$ cat config.mk
export PLATFORM = sky130hd
export DESIGN_NAME = div_iter
export DESIGN_NICKNAME = d
export VERILOG_FILES = /design/src/rtl/div_iter.sv
export SDC_FILE = /design/constraint.sdc
export NUM_CORES = 1
export LEC_CHECK = 0
export CAP_MARGIN = 10
export CORE_MARGIN = 3
export CORE_UTILIZATION = 40
export DETAILED_ROUTE_END_ITERATION = 6
export DONT_BUFFER_PORTS = 1
export PLACE_DENSITY = 0.63
export SLEW_MARGIN = 40
export SYNTH_ARGS = -nofsm -noshare
export SYNTH_HDL_FRONTEND = slang
export SYNTH_SLANG_ARGS = --single-unit
export TNS_END_PERCENT = 50
$ cat constraint.sdc
create_clock -name CLK -period 3.23 [get_ports CLK]
set_input_delay 0.323 -clock CLK [delete_from_list [all_inputs] [get_ports CLK]]
set_output_delay 0.323 -clock CLK [all_outputs]
set_load 0.05 [all_outputs]
$ cat src/rtl/div_iter.sv
// Iterative 32-bit integer divider: one restoring radix-2 step per clock,
// signed/unsigned quotient or remainder with fixed 34-cycle START-to-DONE latency.
module div_iter (
    input  logic        CLK,
    input  logic        RST,
    input  logic        START,
    input  logic        SIGN,
    input  logic        REM,
    input  logic [31:0] RS1,
    input  logic [31:0] RS2,
    output logic        BUSY,
    output logic        DONE,
    output logic [31:0] RESULT
);

    typedef enum logic [1:0] {S_IDLE, S_CALC, S_FIX, S_DONE} state_t;

    state_t      state_reg, state_next;
    logic [4:0]  count_reg;
    logic [31:0] rem_reg;
    logic [31:0] quo_reg;
    logic [31:0] div_reg;
    logic [31:0] rs1_reg;
    logic [31:0] result_reg;
    logic        sign_reg;
    logic        rem_sel_reg;
    logic        neg2_reg;

    logic [31:0] abs1, abs2;
    logic [32:0] rem_shift;
    logic [31:0] rem_sub;
    logic        step_ok;
    logic        neg1;
    logic [31:0] q_out, r_out, fix_result;

    assign abs1 = (SIGN && RS1[31]) ? (32'd0 - RS1) : RS1;
    assign abs2 = (SIGN && RS2[31]) ? (32'd0 - RS2) : RS2;

    // The 32-bit subtraction is exact whenever the step succeeds, because the
    // new partial remainder is always below a nonzero divisor.
    assign rem_shift = {rem_reg, quo_reg[31]};
    assign step_ok   = (rem_shift >= {1'b0, div_reg});
    assign rem_sub   = rem_shift[31:0] - div_reg;

    assign neg1 = sign_reg & rs1_reg[31];

    always_comb begin
        q_out = (sign_reg && (neg1 ^ neg2_reg)) ? (32'd0 - quo_reg) : quo_reg;
        r_out = neg1 ? (32'd0 - rem_reg) : rem_reg;
        if (div_reg == 32'd0) begin
            q_out = 32'hFFFF_FFFF;
            r_out = rs1_reg;
        end
        fix_result = rem_sel_reg ? r_out : q_out;
    end

    always_comb begin
        state_next = state_reg;
        case (state_reg)
            S_IDLE:  if (START) state_next = S_CALC;
            S_CALC:  if (count_reg == 5'd31) state_next = S_FIX;
            S_FIX:   state_next = S_DONE;
            S_DONE:  state_next = S_IDLE;
            default: state_next = S_IDLE;
        endcase
    end

    always_ff @(posedge CLK) begin
        if (RST) state_reg <= S_IDLE;
        else     state_reg <= state_next;
    end

    always_ff @(posedge CLK) begin
        if (RST) begin
            count_reg   <= 5'd0;
            rem_reg     <= 32'd0;
            quo_reg     <= 32'd0;
            div_reg     <= 32'd0;
            rs1_reg     <= 32'd0;
            result_reg  <= 32'd0;
            sign_reg    <= 1'b0;
            rem_sel_reg <= 1'b0;
            neg2_reg    <= 1'b0;
        end else begin
            case (state_reg)
                S_IDLE: begin
                    if (START) begin
                        count_reg   <= 5'd0;
                        rem_reg     <= 32'd0;
                        quo_reg     <= abs1;
                        div_reg     <= abs2;
                        rs1_reg     <= RS1;
                        sign_reg    <= SIGN;
                        rem_sel_reg <= REM;
                        neg2_reg    <= SIGN & RS2[31];
                    end
                end
                S_CALC: begin
                    rem_reg   <= step_ok ? rem_sub : rem_shift[31:0];
                    quo_reg   <= {quo_reg[30:0], step_ok};
                    count_reg <= count_reg + 5'd1;
                end
                S_FIX: begin
                    result_reg <= fix_result;
                end
                default: ;
            endcase
        end
    end

    assign BUSY   = (state_reg != S_IDLE);
    assign DONE   = (state_reg == S_DONE);
    assign RESULT = result_reg;

endmodule

* Yosys cells after proc, flatten, opt, wreduce, memory -nomap -nowiden
Cells that the tools add are included.
Word-level totals: register bits after elaboration 170, input port bits 69, output and inout bits 34, logic and storage cells 53
Cells by class: add/subtract/negate cells 6, magnitude comparators 1, equality and inequality tests 6, mux-type cells 17, bitwise operators 3, reduce and logical (&&, ||, !) cells 10
Operator list (number):
- two-way mux 32 bit | 10
- one-hot mux 32 bit (2 select lines) | 2
- subtractor 1 x 32 -> 32 bit, first input constant | 4
- >= comparator 33 x 32 -> 1 bit | 1
- logical NOT 32 bit | 1
- subtractor 32 bit | 1
- one-hot mux 5 bit (2 select lines) | 1
- one-hot mux 2 bit (4 select lines) | 1
- AND reduction 2 bit | 3
- adder 5 x 1 -> 5 bit, second input constant | 1
- == test 5 bit, second input constant | 1
- two-way mux 5 bit | 1
- == test 2 bit, second input constant | 2
- two-way mux 2 bit | 2
- inequality test 2 bit, second input constant | 2
- nonzero test 2 bit | 2
- logical AND 1 bit | 3
- bitwise AND 1 bit | 2
- == test 2 x 1 -> 1 bit, second input constant | 1
- logical NOT 2 bit | 1
- bitwise XOR 1 bit | 1

* Longest topological paths before layout
Gate-level depths: netlist (run 1).
depth in word-level cells 6, gate-level depth with buffers 14, depth with buffers taken out 13

* Least setup slack after synthesis (run 1)
OpenSTA, ideal clock, no wires.
path type flip-flop to flip-flop, start point reg quo_reg[31], end point reg rem_reg[30], library setup time 130 ps, arrival 2945 ps, data required time 3100 ps, setup slack 155 ps, cell stages (with the launch flop) 14, path buffers 0, period minus slack after synthesis 3075 ps, cells stage by stage dfxtp_1 inv_1 ha_1 inv_1 fa_1 a21o_1 a221oi_1 o22ai_1 o41a_1 a311o_1 nor3b_1 o22ai_1 xor2_1 o21ai_0
Between the ends: cells in the longest elaborated chain, start to end 3, elaborated cells on any way between the ends 4, those cells by class add/sub: 1; order compare: 1; mux: 2
RTL lines:
- from (decl) | RTL line 21 | logic [31:0] quo_reg;
- from (signal assigned) | RTL line 90 | quo_reg <= abs1;
- from (signal assigned) | RTL line 100 | quo_reg <= {quo_reg[30:0], step_ok};
- subtractor 32 bit or >= comparator 33 x 32 -> 1 bit (tied branches) | RTL line 43, 42
- two-way mux 32 bit (*) | RTL line 99 | rem_reg <= step_ok ? rem_sub : rem_shift[31:0];
- one-hot mux 32 bit (2 select lines) (*) | RTL line 85 | case (state_reg)
- to (signal assigned) | RTL line 99
- to (decl) | RTL line 20 | logic [31:0] rem_reg;
Every way passes the cells marked *; elsewhere a longest branch is shown, timed or not. A chain may end at the register's enable or synchronous reset.

* Worst setup path after layout (run 1)
Ends and elaborated chain as after synthesis.

==> results of run 1 <==
## timing repair
action / in CTS / in global routing
hold endpoints to repair: 14 / 0
buffers inserted: 0 / 1
resized for setup: 0 / 8
endpoints found under the setup margin: 0 / 14
hold buffers: 2 / 0
## metrics by stage
stage / power, mW / hold WS (ns) / area [µm²] / util, % / cells
after floorplan: 5.99 / 0.432 / 11300 / - / 1553
after global placement: 6.97 / 0.433 / 11800 / 43.2 / 1881
after detailed placement: 7.03 / 0.436 / 11800 / 43.3 / 1881
after CTS: 9.27 / 0.00193 / 12500 / 45.6 / 1915
after global routing: 9.96 / 0.00439 / 12500 / 45.8 / 1916
final: 9.34 / 0.00903 / 12500 / 45.8 / 1916
## worst max path at each step
stage	from	endpoint	slack, ns	depth (start not counted)
after floorplan	quo_reg[31]	rem_reg[30]	0.15	13
after global routing	quo_reg[31]	rem_reg[16]	0.002	14
after global placement	quo_reg[31]	rem_reg[30]	0.08	13
final	quo_reg[31]	rem_reg[30]	0.14	13
after detailed placement	quo_reg[31]	rem_reg[30]	0.05	13
after CTS	quo_reg[31]	rem_reg[30]	0.04	13
## cells in the mapped netlist, drive strengths merged, types with 5 or more instances
master    n
a211oi   33
a21o     13
a21oi   174
a221oi   15
a22o      6
a22oi    17
a311oi    9
a31oi    11
a32oi    13
and2     11
and3      7
buf      15
clkbuf   81
dfxtp   170
ha       42
inv      62
mux2i    13
nand2   248
nand2b    7
nand3    21
nand4     8
nor2    144
nor3     29
nor4     18
o21a      5
o21ai   137
o31ai    21
o41ai    13
or3      13
or4      13
xnor2    65
xor2     72
## kinds of logic (layout without fill, tap and decap cells)
family,count (synthesis),after routing,share of synthesized area [%]
adders and majority gates,43,43,4.83
DFF,170,170,30.1
xor gates and xnor gates,137,137,10.6
AOI/OAI and AO/OA,496,496,27.0
muxes,13,13,1.15
and+or+nand+nor,535,535,21.0
buffers and inverters,159,150,5.35
## power breakdown
part           leakage [nW]  switching, mW  internal (mW)
Clock                 0.307          0.975           1.26
Sequential             1.39          0.707           2.55
Combinational          3.11           2.48           1.36
Total                  4.81           4.17           5.17
## per-layer routing
layer / GRT usage, % / routed length [µm] / vias to the layer above
li1: - / - / 5452
met1: 31.8 / 16500 / 5202
met2: 34.7 / 15400 / 383
met3: 5.05 / 2640 / 48
met4: 6.53 / 828 / 0
met5: 0 / 0 / -
## cell usage in the layout (no fill, tap or decap), types with 7 or more instances in the layout
cell type                     n
sky130_fd_sc_hd__or4_1       11
sky130_fd_sc_hd__a32oi_1     13
sky130_fd_sc_hd__o41ai_1     11
sky130_fd_sc_hd__ha_1        41
sky130_fd_sc_hd__and3_1       7
sky130_fd_sc_hd__a21o_1      13
sky130_fd_sc_hd__a221oi_1    12
sky130_fd_sc_hd__a311oi_1     9
sky130_fd_sc_hd__o21ai_0    130
sky130_fd_sc_hd__xor2_1      72
sky130_fd_sc_hd__mux2i_1     13
sky130_fd_sc_hd__nand3_1     21
sky130_fd_sc_hd__buf_4       53
sky130_fd_sc_hd__or3_1       13
sky130_fd_sc_hd__a211oi_1    33
sky130_fd_sc_hd__nand4_1      8
sky130_fd_sc_hd__o21ai_1      7
sky130_fd_sc_hd__a21oi_1    172
sky130_fd_sc_hd__nand2_1    248
sky130_fd_sc_hd__dfxtp_1    170
sky130_fd_sc_hd__nand2b_1     7
sky130_fd_sc_hd__clkbuf_16   17
sky130_fd_sc_hd__and2_1       8
sky130_fd_sc_hd__o31ai_1     21
sky130_fd_sc_hd__nor2_1     140
sky130_fd_sc_hd__nor4_1      17
sky130_fd_sc_hd__nor3_1      27
sky130_fd_sc_hd__inv_1       62
sky130_fd_sc_hd__xnor2_1     65
sky130_fd_sc_hd__a22oi_1     17
sky130_fd_sc_hd__a31oi_1     10
## final cells by class
type                            count  share of cell area, %
Tap cell                          372                   3.72
Inverter                           63                   1.89
Sequential cell                   170                   27.2
Timing Repair Buffer               55                   3.34
Clock buffer                       18                   3.51
Multi-Input combinational cell   1224                   58.9
Clock inverter                     14                   1.45
==> reports/summary.json, run 1 <==
{
  "number_of_synthesized_flops_with_an_enable_pin": {"value": 0},
  "r2r-end": {"value": "rem_reg[30]"},
  "max_freq": {"value": 324, "unit": "MHz"},
  "mappedNetlistArea": {"value": 11300, "unit": "µm²"},
  "die_area": {"value": 30300, "unit": "µm²"},
  "route.vias.total": {"value": 11085},
  "multiInputGateArea": {"value": 7370, "unit": "µm²"},
  "cts-buffers-inserted": {"value": 17},
  "insertedDiodeCount": {"value": 0},
  "number_of_global_route_vias_before_repair": {"value": 10139},
  "cap_violations": {"value": 0},
  "crit_path_cell_trace": {"value": "inv_1 > ha_1 > inv_1 > fa_1 > a21o_1 > a221oi_2 > o22ai_1 > o41a_1 > a311o_1 > nor3b_1 > o22ai_1 > xor2_1 > o21ai_0"},
  "critPathMaxStageDelay": {"value": 0.42, "unit": "ns"},
  "hold_path_startpoint": {"value": "RS1[30]"},
  "final-setup-viol-count": {"value": 0},
  "worstHoldEndpoint": {"value": "rs1_reg[30]"},
  "crit_type": {"value": "register to register"},
  "final.period_utilization": {"value": 95.7, "unit": "%"},
  "portBuffers": {"value": 0},
  "ioPinCount": {"value": 103},
  "synth_top_cell_by_area": {"value": "sky130_fd_sc_hd__dfxtp_1"},
  "die_h": {"value": 174, "unit": "µm"},
  "endpoint_kind": {"value": "register"},
  "timing.clock.skew": {"value": 0.0129, "unit": "ns"},
  "final_layout_size_suffix_gt1_share": {"value": 7.38, "unit": "%"},
  "grt-ovfl-total": {"value": 0},
  "post-route-worst-setup-slack": {"value": 0.140, "unit": "ns"},
  "reg2reg_setup_slack": {"value": 0.14, "unit": "ns"},
  "clock_insertion_delay_worst_skew": {"value": 0.44, "unit": "ns"},
  "regToRegStartpoint": {"value": "quo_reg[31]"},
  "clock-sinks": {"value": 170},
  "layout.area.seq": {"value": 3400, "unit": "µm²"},
  "finalSetupTns": {"value": 0, "unit": "ns"},
  "yosys-top-cells-area": {"value": "sky130_fd_sc_hd__dfxtp_1, sky130_fd_sc_hd__nand2_1, sky130_fd_sc_hd__a21oi_1, sky130_fd_sc_hd__o21ai_0, sky130_fd_sc_hd__xor2_1"},
  "timing.hold.worst.class": {"value": "input pin to register"},
  "synth_cell_types": {"value": 64},
  "worst_setup_path_start_kind": {"value": "register"},
  "largest_net_degree_at_the_start_of_global_routing": {"value": 126},
  "clkSlewWorstSetupHoldPaths": {"value": 0.07, "unit": "ns"},
  "max-clock-path-buffers": {"value": 2},
  "ys.warnings.count": {"value": 0},
  "hold_path_depth": {"value": 2},
  "outcome": {"value": "finished, final reports clean"},
  "initialDrtViolationCount": {"value": 1121},
  "viasPerCell": {"value": 5.79},
  "residual_drc": {"value": 0},
  "postSynth.asyncResetShare": {"value": 0, "unit": "%"},
  "first_pass_grt_wire_length": {"value": 55800, "unit": "µm"},
  "final-hold-violation-count": {"value": 0},
  "critical_path.n_buffers_inverters": {"value": 2},
  "power_density": {"value": 746, "unit": "nW/µm²"},
  "seq_area_frac_synth": {"value": 30.1, "unit": "%"},
  "syn_area_per_cell": {"value": 7.28, "unit": "µm²"},
  "worst-slew-pin-transition": {"value": 0.793, "unit": "ns"},
  "htree_num_levels": {"value": 4},
  "synth-main-ff-cell": {"value": "sky130_fd_sc_hd__dfxtp_1"},
  "floorplan.rows": {"value": 60},
  "post_synth_inst_count": {"value": 1553},
  "worst_ep_required_time": {"value": 3.55, "unit": "ns"},
  "num-nets-final": {"value": 1643},
  "total_leakage_power": {"value": 4.81, "unit": "nW"},
  "place_worst_setup_slack": {"value": 0.0458, "unit": "ns"},
  "clock_tree_from_tritoncts": {"value": "done"},
  "detail_route.wl_per_cell": {"value": 18.4, "unit": "µm"},
  "clock_tree.root_cell": {"value": "sky130_fd_sc_hd__clkbuf_16"},
  "timing.slew.headroom": {"value": 47.1, "unit": "%"},
  "synth.top_cell.area_share": {"value": 30.1, "unit": "%"},
  "antenna_left": {"value": 0},
  "crit_slowest_cell": {"value": "sky130_fd_sc_hd__o41a_1"},
  "min_clock_period_post_route": {"value": 3.09, "unit": "ns"},
  "cp_top_family": {"value": "compound AO/OA/AOI/OAI gates"},
  "final-max-slew-violation-count": {"value": 0},
  "ir_worst_vdd": {"value": 0.352, "unit": "mV"},
  "final_weighted_congestion_in_routability_driven_placement": {"value": 0.935},
  "path_max_fanout": {"value": 3},
  "floorplan.die.width": {"value": 174, "unit": "µm"},
  "design.core.area": {"value": 27300, "unit": "µm²"},
  "dr.pass1.iters": {"value": 5},
  "detailed_place_hpwl": {"value": 25800, "unit": "µm"},
  "arrival": {"value": 3.41, "unit": "ns"},
  "layout.filler_cells": {"value": 2795},
  "setup_repair_after_global_routing_missed_its_margin": {"value": "false"},
  "initial_utilization": {"value": 41.4, "unit": "%"},
  "drt_wl_total": {"value": 35300, "unit": "µm"},
  "mappedNetlistNets": {"value": 1665},
  "grt_antenna_before_repair": {"value": 0},
  "post_synthesis_sequential_element_count": {"value": 170},
  "depth_of_the_worst_register_to_register_path": {"value": 13},
  "grt_util_all_layers": {"value": 22.6, "unit": "%"},
  "layout-area-overhead-vs-synth": {"value": 10.7, "unit": "%"}
}
Power figures use the tool's default switching activity.
==> run 2: changes to the inputs <==
Settings changed: CORE_UTILIZATION 40 to 59, PLACE_DENSITY 0.63 to 0.85.
==> run 2 against run 1 <==
Net effect:
- fmax decreased by 2.3%
- die area decreased by 31%
- register-to-register slack lost 0.07 ns
- global-route usage grew 9.1 points
- first-iteration DRC count up 27%
- clock-buffer cell count unchanged
- design area decreased by 2.0%
- core utilization is 21 points higher
- total power down 1.0%
- hold slack better by 0.0024 ns
- combinational power is essentially flat
- clock power fell by 5%
==> reports/summary.json, run 2 (synthesis results as in run 1) <==
{
  "htree_num_levels": {"value": 4},
  "initialDrtViolationCount": {"value": 1420},
  "crit_type": {"value": "register to register"},
  "insertedDiodeCount": {"value": 0},
  "multiInputGateArea": {"value": 7340, "unit": "µm²"},
  "grt_util_met1": {"value": 43.6, "unit": "%"},
  "dr.pass1.iters": {"value": 6},
  "initial_utilization": {"value": 61.5, "unit": "%"},
  "power.share.clock": {"value": 22.9, "unit": "%"},
  "sequential_cell_fraction_of_total_power": {"value": 35.3, "unit": "%"},
  "drt_wl_total": {"value": 34000, "unit": "µm"},
  "power.switching": {"value": 4.16, "unit": "mW"},
  "final.period_utilization": {"value": 97.9, "unit": "%"},
  "worst_setup_path_start_kind": {"value": "register"},
  "detail_route.wl_per_cell": {"value": 19.2, "unit": "µm"},
  "clock_tree.root_cell": {"value": "sky130_fd_sc_hd__clkbuf_16"},
  "layout_commonest_cell": {"value": "sky130_fd_sc_hd__nand2_1"},
  "timing.clock.skew": {"value": 0.0104, "unit": "ns"},
  "portBuffers": {"value": 0},
  "reg2reg_setup_slack": {"value": 0.07, "unit": "ns"},
  "final-setup-viol-count": {"value": 0},
  "floorplan.rows": {"value": 49},
  "layout.filler_cells": {"value": 1506},
  "layout-area-overhead-vs-synth": {"value": 8.48, "unit": "%"},
  "first_pass_grt_wire_length": {"value": 52700, "unit": "µm"},
  "final_layout_size_suffix_gt1_share": {"value": 7.21, "unit": "%"},
  "ir_worst_vdd": {"value": 0.688, "unit": "mV"},
  "viasPerCell": {"value": 6.49},
  "number_of_global_route_vias_before_repair": {"value": 10096},
  "layout.area.seq": {"value": 3400, "unit": "µm²"},
  "cap_violations": {"value": 0},
  "cts-buffers-inserted": {"value": 17},
  "total_leakage_power": {"value": 4.76, "unit": "nW"},
  "clock-sinks": {"value": 170},
  "top_usage_layer": {"value": "met2"},
  "power.combinational.fraction": {"value": 41.8, "unit": "%"},
  "clkSlewWorstSetupHoldPaths": {"value": 0.07, "unit": "ns"},
  "timing.slew.headroom": {"value": 51.6, "unit": "%"},
  "max-clock-path-buffers": {"value": 2},
  "floorplan.die.width": {"value": 144, "unit": "µm"},
  "arrival": {"value": 3.48, "unit": "ns"},
  "path_max_fanout": {"value": 3},
  "internal-power": {"value": 5.08, "unit": "mW"},
  "stdcell_area": {"value": 12300, "unit": "µm²"},
  "detailed_place_hpwl": {"value": 24400, "unit": "µm"},
  "mostFrequentLayoutCells": {"value": "sky130_fd_sc_hd__nand2_1, sky130_fd_sc_hd__a21oi_1, sky130_fd_sc_hd__dfxtp_1"},
  "antenna_left": {"value": 0},
  "power_density": {"value": 753, "unit": "nW/µm²"},
  "worst-slew-pin-transition": {"value": 0.724, "unit": "ns"},
  "final_weighted_congestion_in_routability_driven_placement": {"value": 1.00},
  "die_h": {"value": 144, "unit": "µm"},
  "num-nets-final": {"value": 1638},
  "clock_tree_from_tritoncts": {"value": "done"},
  "ioPinCount": {"value": 103},
  "grt_util_met2": {"value": 47.8, "unit": "%"},
  "grt_antenna_before_repair": {"value": 0},
  "worst_ep_required_time": {"value": 3.55, "unit": "ns"},
  "largest_net_degree_at_the_start_of_global_routing": {"value": 132},
  "clock_insertion_delay_worst_skew": {"value": 0.44, "unit": "ns"},
  "max_freq": {"value": 316, "unit": "MHz"},
  "grt_util_all_layers": {"value": 31.7, "unit": "%"},
  "residual_drc": {"value": 0},
  "final-hold-violation-count": {"value": 0},
  "netSwitchingFraction": {"value": 45.1, "unit": "%"},
  "design.core.area": {"value": 18400, "unit": "µm²"},
  "endpoint_kind": {"value": "register"},
  "gr-usage-met3": {"value": 7.80, "unit": "%"},
  "final-max-slew-violation-count": {"value": 0},
  "placed_cell_area": {"value": 11600, "unit": "µm²"},
  "report.power.total": {"value": 9.24, "unit": "mW"},
  "die_area": {"value": 20900, "unit": "µm²"},
  "timing.hold.worst.class": {"value": "input pin to register"},
  "outcome": {"value": "finished, final reports clean"},
  "route.vias.total": {"value": 11482},
  "grt-ovfl-total": {"value": 0},
  "min_clock_period_post_route": {"value": 3.16, "unit": "ns"}
}
[run 2: cell count changes in the layout (fill, tap and decap cells not counted), sizes merged]
cell,previous run,this run
clkinvlp,1,3
dlygate4sd3,2,1
buf,53,49
inv,68,67
bufinv,3,2
[run 2: timing repair]
item	4_1_cts	5_1_grt
hold buffers	2	0
hold endpoints to repair	131	0
setup endpoints to repair	1	4
resized for setup	1	5
pin swaps	1	6
setup buffers	0	1
[run 2: power groups by stage]
| stage | clock network, mW | registers (mW) | logic, mW |
|---|---|---|---|
| 2_1_floorplan | 0 | 3.11 | 2.89 |
| 3_3_place_gp | 0 | 3.26 | 3.56 |
| 3_5_place_dp | 0 | 3.28 | 3.66 |
| 4_1_cts | 2.13 | 3.24 | 3.75 |
| 5_1_grt | 2.22 | 3.31 | 4.22 |
| 6_report | 2.12 | 3.26 | 3.86 |
[run 2: stage by stage]
step                      setup TNS (ns)  util (%)  hold slack [ns]  worst slack [ns]  instances
after floorplan                        0         -            0.432             0.155       1553
after global placement                 0      63.0            0.409             0.113       1733
after detailed placement        -0.00537      63.0            0.410          -0.00537       1733
after CTS                              0      66.5          0.00237            0.0811       1767
after global routing             -0.0132      66.7         0.000858           -0.0132       1768
final                                  0      66.7           0.0114            0.0670       1768
[run 2: worst paths after layout]
check | from | to | depth (start not counted)
setup / recovery | quo_reg[31] | rem_reg[30] | 13
hold / removal | SIGN | sign_reg | 2
setup reg to reg | quo_reg[31] | rem_reg[30] | 13
hold reg to reg | rs1_reg[10] | rs1_reg[10] | 2
[run 2: cell type report]
class | instances | area share [%]
Clock buffer | 18 | 3.58
Clock inverter | 14 | 1.32
Inverter | 63 | 1.93
Multi-Input combinational cell | 1224 | 59.8
Sequential cell | 170 | 27.8
Tap cell | 229 | 2.34
Timing Repair Buffer | 50 | 3.24
[run 2: routing by layer]
| metal | part of all wire [%] | routed length, µm | up-vias |
|---|---|---|---|
| met4 | 3.9 | 1320 | 0 |
| met3 | 12 | 3940 | 100 |
| li1 | - | - | 5440 |
| met1 | 41 | 13900 | 5230 |
| met2 | 44 | 14800 | 712 |
| met5 | 0 | 0 | - |
[run 2: critical path: stages (launching register included)]
cell	delay, ns
sky130_fd_sc_hd__dfxtp_1	0.35
sky130_fd_sc_hd__inv_1	0.11
sky130_fd_sc_hd__ha_2	0.19
sky130_fd_sc_hd__inv_1	0.05
sky130_fd_sc_hd__fa_2	0.35
sky130_fd_sc_hd__a21o_1	0.19
sky130_fd_sc_hd__a221oi_2	0.28
sky130_fd_sc_hd__o22ai_2	0.16
sky130_fd_sc_hd__o41a_1	0.36
sky130_fd_sc_hd__a311o_1	0.40
sky130_fd_sc_hd__nor3b_1	0.17
sky130_fd_sc_hd__o22ai_1	0.19
sky130_fd_sc_hd__xor2_1	0.19
sky130_fd_sc_hd__o21ai_0	0.09
==> run 3: changes to the inputs <==
Settings changed: CORE_UTILIZATION 59 to 65, PLACE_DENSITY 0.85 to 0.88, SKIP_CTS_REPAIR_TIMING set to 1.
Clock period 3.23 ns to 4.05 ns, I/O delays scaled along.
==> run 3 against run 2 <==
Net effect:
- final cell count fell by 2.5%
- total power fell by 21%
- the flow now finishes with violations (design-rule violations)
- setup slack improved by 0.59 ns
- sequential cell count did not move
- non-clock buffer count fell by 36
- first-iteration DRC count rose by 7.0%
- die area fell by 8.9%
- global-route usage rose by 2.6 points
- highest routed layer unchanged
- sequential power fell by 20%
- register-to-register slack improved by 0.59 ns
==> reports/summary.json, run 3 (synthesis results as in run 1) <==
{
  "placed_cell_area": {"value": 11300, "unit": "µm²"},
  "max-clock-path-buffers": {"value": 2},
  "layout.filler_cells": {"value": 1409},
  "die_h": {"value": 138, "unit": "µm"},
  "num-nets-final": {"value": 1602},
  "post_layout_nonfiller_instances": {"value": 1723},
  "post-route-worst-setup-slack": {"value": 0.656, "unit": "ns"},
  "die_area": {"value": 19000, "unit": "µm²"},
  "insertedDiodeCount": {"value": 0},
  "timing.hold.worst.class": {"value": "input pin to register"},
  "detailed_place_hpwl": {"value": 23900, "unit": "µm"},
  "grt-ovfl-total": {"value": 0},
  "portBuffers": {"value": 0},
  "setup_repair_after_global_routing_missed_its_margin": {"value": "false"},
  "report.power.total": {"value": 7.32, "unit": "mW"},
  "clkSlewWorstSetupHoldPaths": {"value": 0.07, "unit": "ns"},
  "timing.slew.headroom": {"value": 43.9, "unit": "%"},
  "dr.pass1.iters": {"value": 7},
  "clock_tree_from_tritoncts": {"value": "done"},
  "placedCellCount": {"value": 1691},
  "floorplan.die.width": {"value": 138, "unit": "µm"},
  "worst_ep_required_time": {"value": 4.37, "unit": "ns"},
  "violations": {"value": "design-rule violations"},
  "grt_util_all_layers": {"value": 34.3, "unit": "%"},
  "layout-area-overhead-vs-synth": {"value": 5.61, "unit": "%"},
  "number_of_global_route_vias_before_repair": {"value": 10059},
  "worst_setup_path_start_kind": {"value": "register"},
  "endpoint_kind": {"value": "register"},
  "r2r-end": {"value": "rem_reg[8]"},
  "viasPerCell": {"value": 6.59},
  "cts-buffers-inserted": {"value": 17},
  "route.vias.total": {"value": 11352},
  "initialDrtViolationCount": {"value": 1519},
  "cap_violations": {"value": 0},
  "holdWs": {"value": 0.0392, "unit": "ns"},
  "max_freq": {"value": 295, "unit": "MHz"},
  "timing.clock.skew": {"value": 0.0108, "unit": "ns"},
  "depth_of_the_worst_register_to_register_path": {"value": 10},
  "design.core.area": {"value": 16800, "unit": "µm²"},
  "final-max-slew-violation-count": {"value": 0},
  "mostFrequentLayoutCells": {"value": "sky130_fd_sc_hd__nand2_1, sky130_fd_sc_hd__a21oi_1, sky130_fd_sc_hd__dfxtp_1"},
  "final_weighted_congestion_in_routability_driven_placement": {"value": 1.01},
  "layout_commonest_cell": {"value": "sky130_fd_sc_hd__nand2_1"},
  "power_density": {"value": 613, "unit": "nW/µm²"},
  "min_clock_period_post_route": {"value": 3.39, "unit": "ns"},
  "place_worst_setup_slack": {"value": 0.754, "unit": "ns"},
  "crit_type": {"value": "register to register"},
  "arrival": {"value": 3.71, "unit": "ns"},
  "final_util": {"value": 71.0, "unit": "%"},
  "worst_setup_path_startpoint": {"value": "rem_reg[3]"},
  "floorplan.rows": {"value": 47},
  "reg2reg_setup_slack": {"value": 0.66, "unit": "ns"},
  "final-hold-violation-count": {"value": 0},
  "outcome": {"value": "complete, but fails checks"},
  "ioPinCount": {"value": 103},
  "stdcell_area": {"value": 11900, "unit": "µm²"},
  "largest_net_degree_at_the_start_of_global_routing": {"value": 139},
  "grt_util_met2": {"value": 52.4, "unit": "%"},
  "final_layout_size_suffix_gt1_share": {"value": 4.59, "unit": "%"},
  "drt_wl_total": {"value": 33100, "unit": "µm"},
  "htree_num_levels": {"value": 4},
  "clock_insertion_delay_worst_skew": {"value": 0.44, "unit": "ns"},
  "initial_utilization": {"value": 67.2, "unit": "%"},
  "first_pass_grt_wire_length": {"value": 51900, "unit": "µm"},
  "final.period_utilization": {"value": 83.8, "unit": "%"},
  "clock_tree.root_cell": {"value": "sky130_fd_sc_hd__clkbuf_16"},
  "timing.critical_path.to": {"value": "rem_reg[8]"},
  "detail_route.wl_per_cell": {"value": 19.2, "unit": "µm"},
  "total_leakage_power": {"value": 4.57, "unit": "nW"},
  "ir_worst_vdd": {"value": 0.768, "unit": "mV"},
  "top_usage_layer": {"value": "met2"},
  "finalSetupTns": {"value": 0, "unit": "ns"},
  "path_max_fanout": {"value": 43},
  "antenna_left": {"value": 0},
  "residual_drc": {"value": 1},
  "gr-usage-met3": {"value": 9.87, "unit": "%"},
  "clock-sinks": {"value": 170},
  "grt_antenna_before_repair": {"value": 0},
  "worst-slew-pin-transition": {"value": 0.842, "unit": "ns"},
  "regToRegStartpoint": {"value": "rem_reg[3]"},
  "final-setup-viol-count": {"value": 0},
  "grt_util_met1": {"value": 46.6, "unit": "%"}
}
[run 3: worst max-delay path, cell delays in order (launching register included)]
cell and delay (ns):
sky130_fd_sc_hd__dfxtp_1 0.46, sky130_fd_sc_hd__ha_1 0.34, sky130_fd_sc_hd__a21o_1 0.21, sky130_fd_sc_hd__a31oi_1 0.23, sky130_fd_sc_hd__a21oi_1 0.14, sky130_fd_sc_hd__o31ai_1 0.41
sky130_fd_sc_hd__o31a_1 0.34, sky130_fd_sc_hd__a31o_2 0.77, sky130_fd_sc_hd__nor2_1 0.12, sky130_fd_sc_hd__a21oi_1 0.16, sky130_fd_sc_hd__o21ai_0 0.09
[run 3: power breakdown]
group          total (mW)  switching (mW)  internal [mW]
logic                2.98            1.94           1.04
registers            2.62           0.582           2.04
clock network        1.71           0.753          0.961
[run 3: layout make-up]
type	instances	area (µm²)	area share [%]
multi-input cells	1224	7310	61.2
clock buffers	19	453	3.79
well taps	220	275	2.31
repair buffers	14	105	0.880
inverters	63	236	1.98
clock inverters	13	155	1.30
flip-flops and latches	170	3400	28.5
[run 3: layer usage]
| metal | vias up | share of wire (%) |
|---|---|---|
| li1 | 5376 | - |
| met1 | 5253 | 42 |
| met3 | 67 | 12 |
| met4 | 0 | 2.7 |
| met2 | 656 | 44 |
| met5 | - | 0 |
[run 3: worst min-delay path by stage]
stage	cells after the start	start	slack [ns]	endpoint
floorplan	2	rs1_reg[28]	0.43	rs1_reg[28]
global placement	2	rs1_reg[16]	0.44	rs1_reg[16]
detailed placement	2	rs1_reg[11]	0.44	rs1_reg[11]
CTS	1	RST	0.03	neg2_reg
global route	1	RST	0.02	quo_reg[24]
finish	1	RST	0.04	state_reg[1]
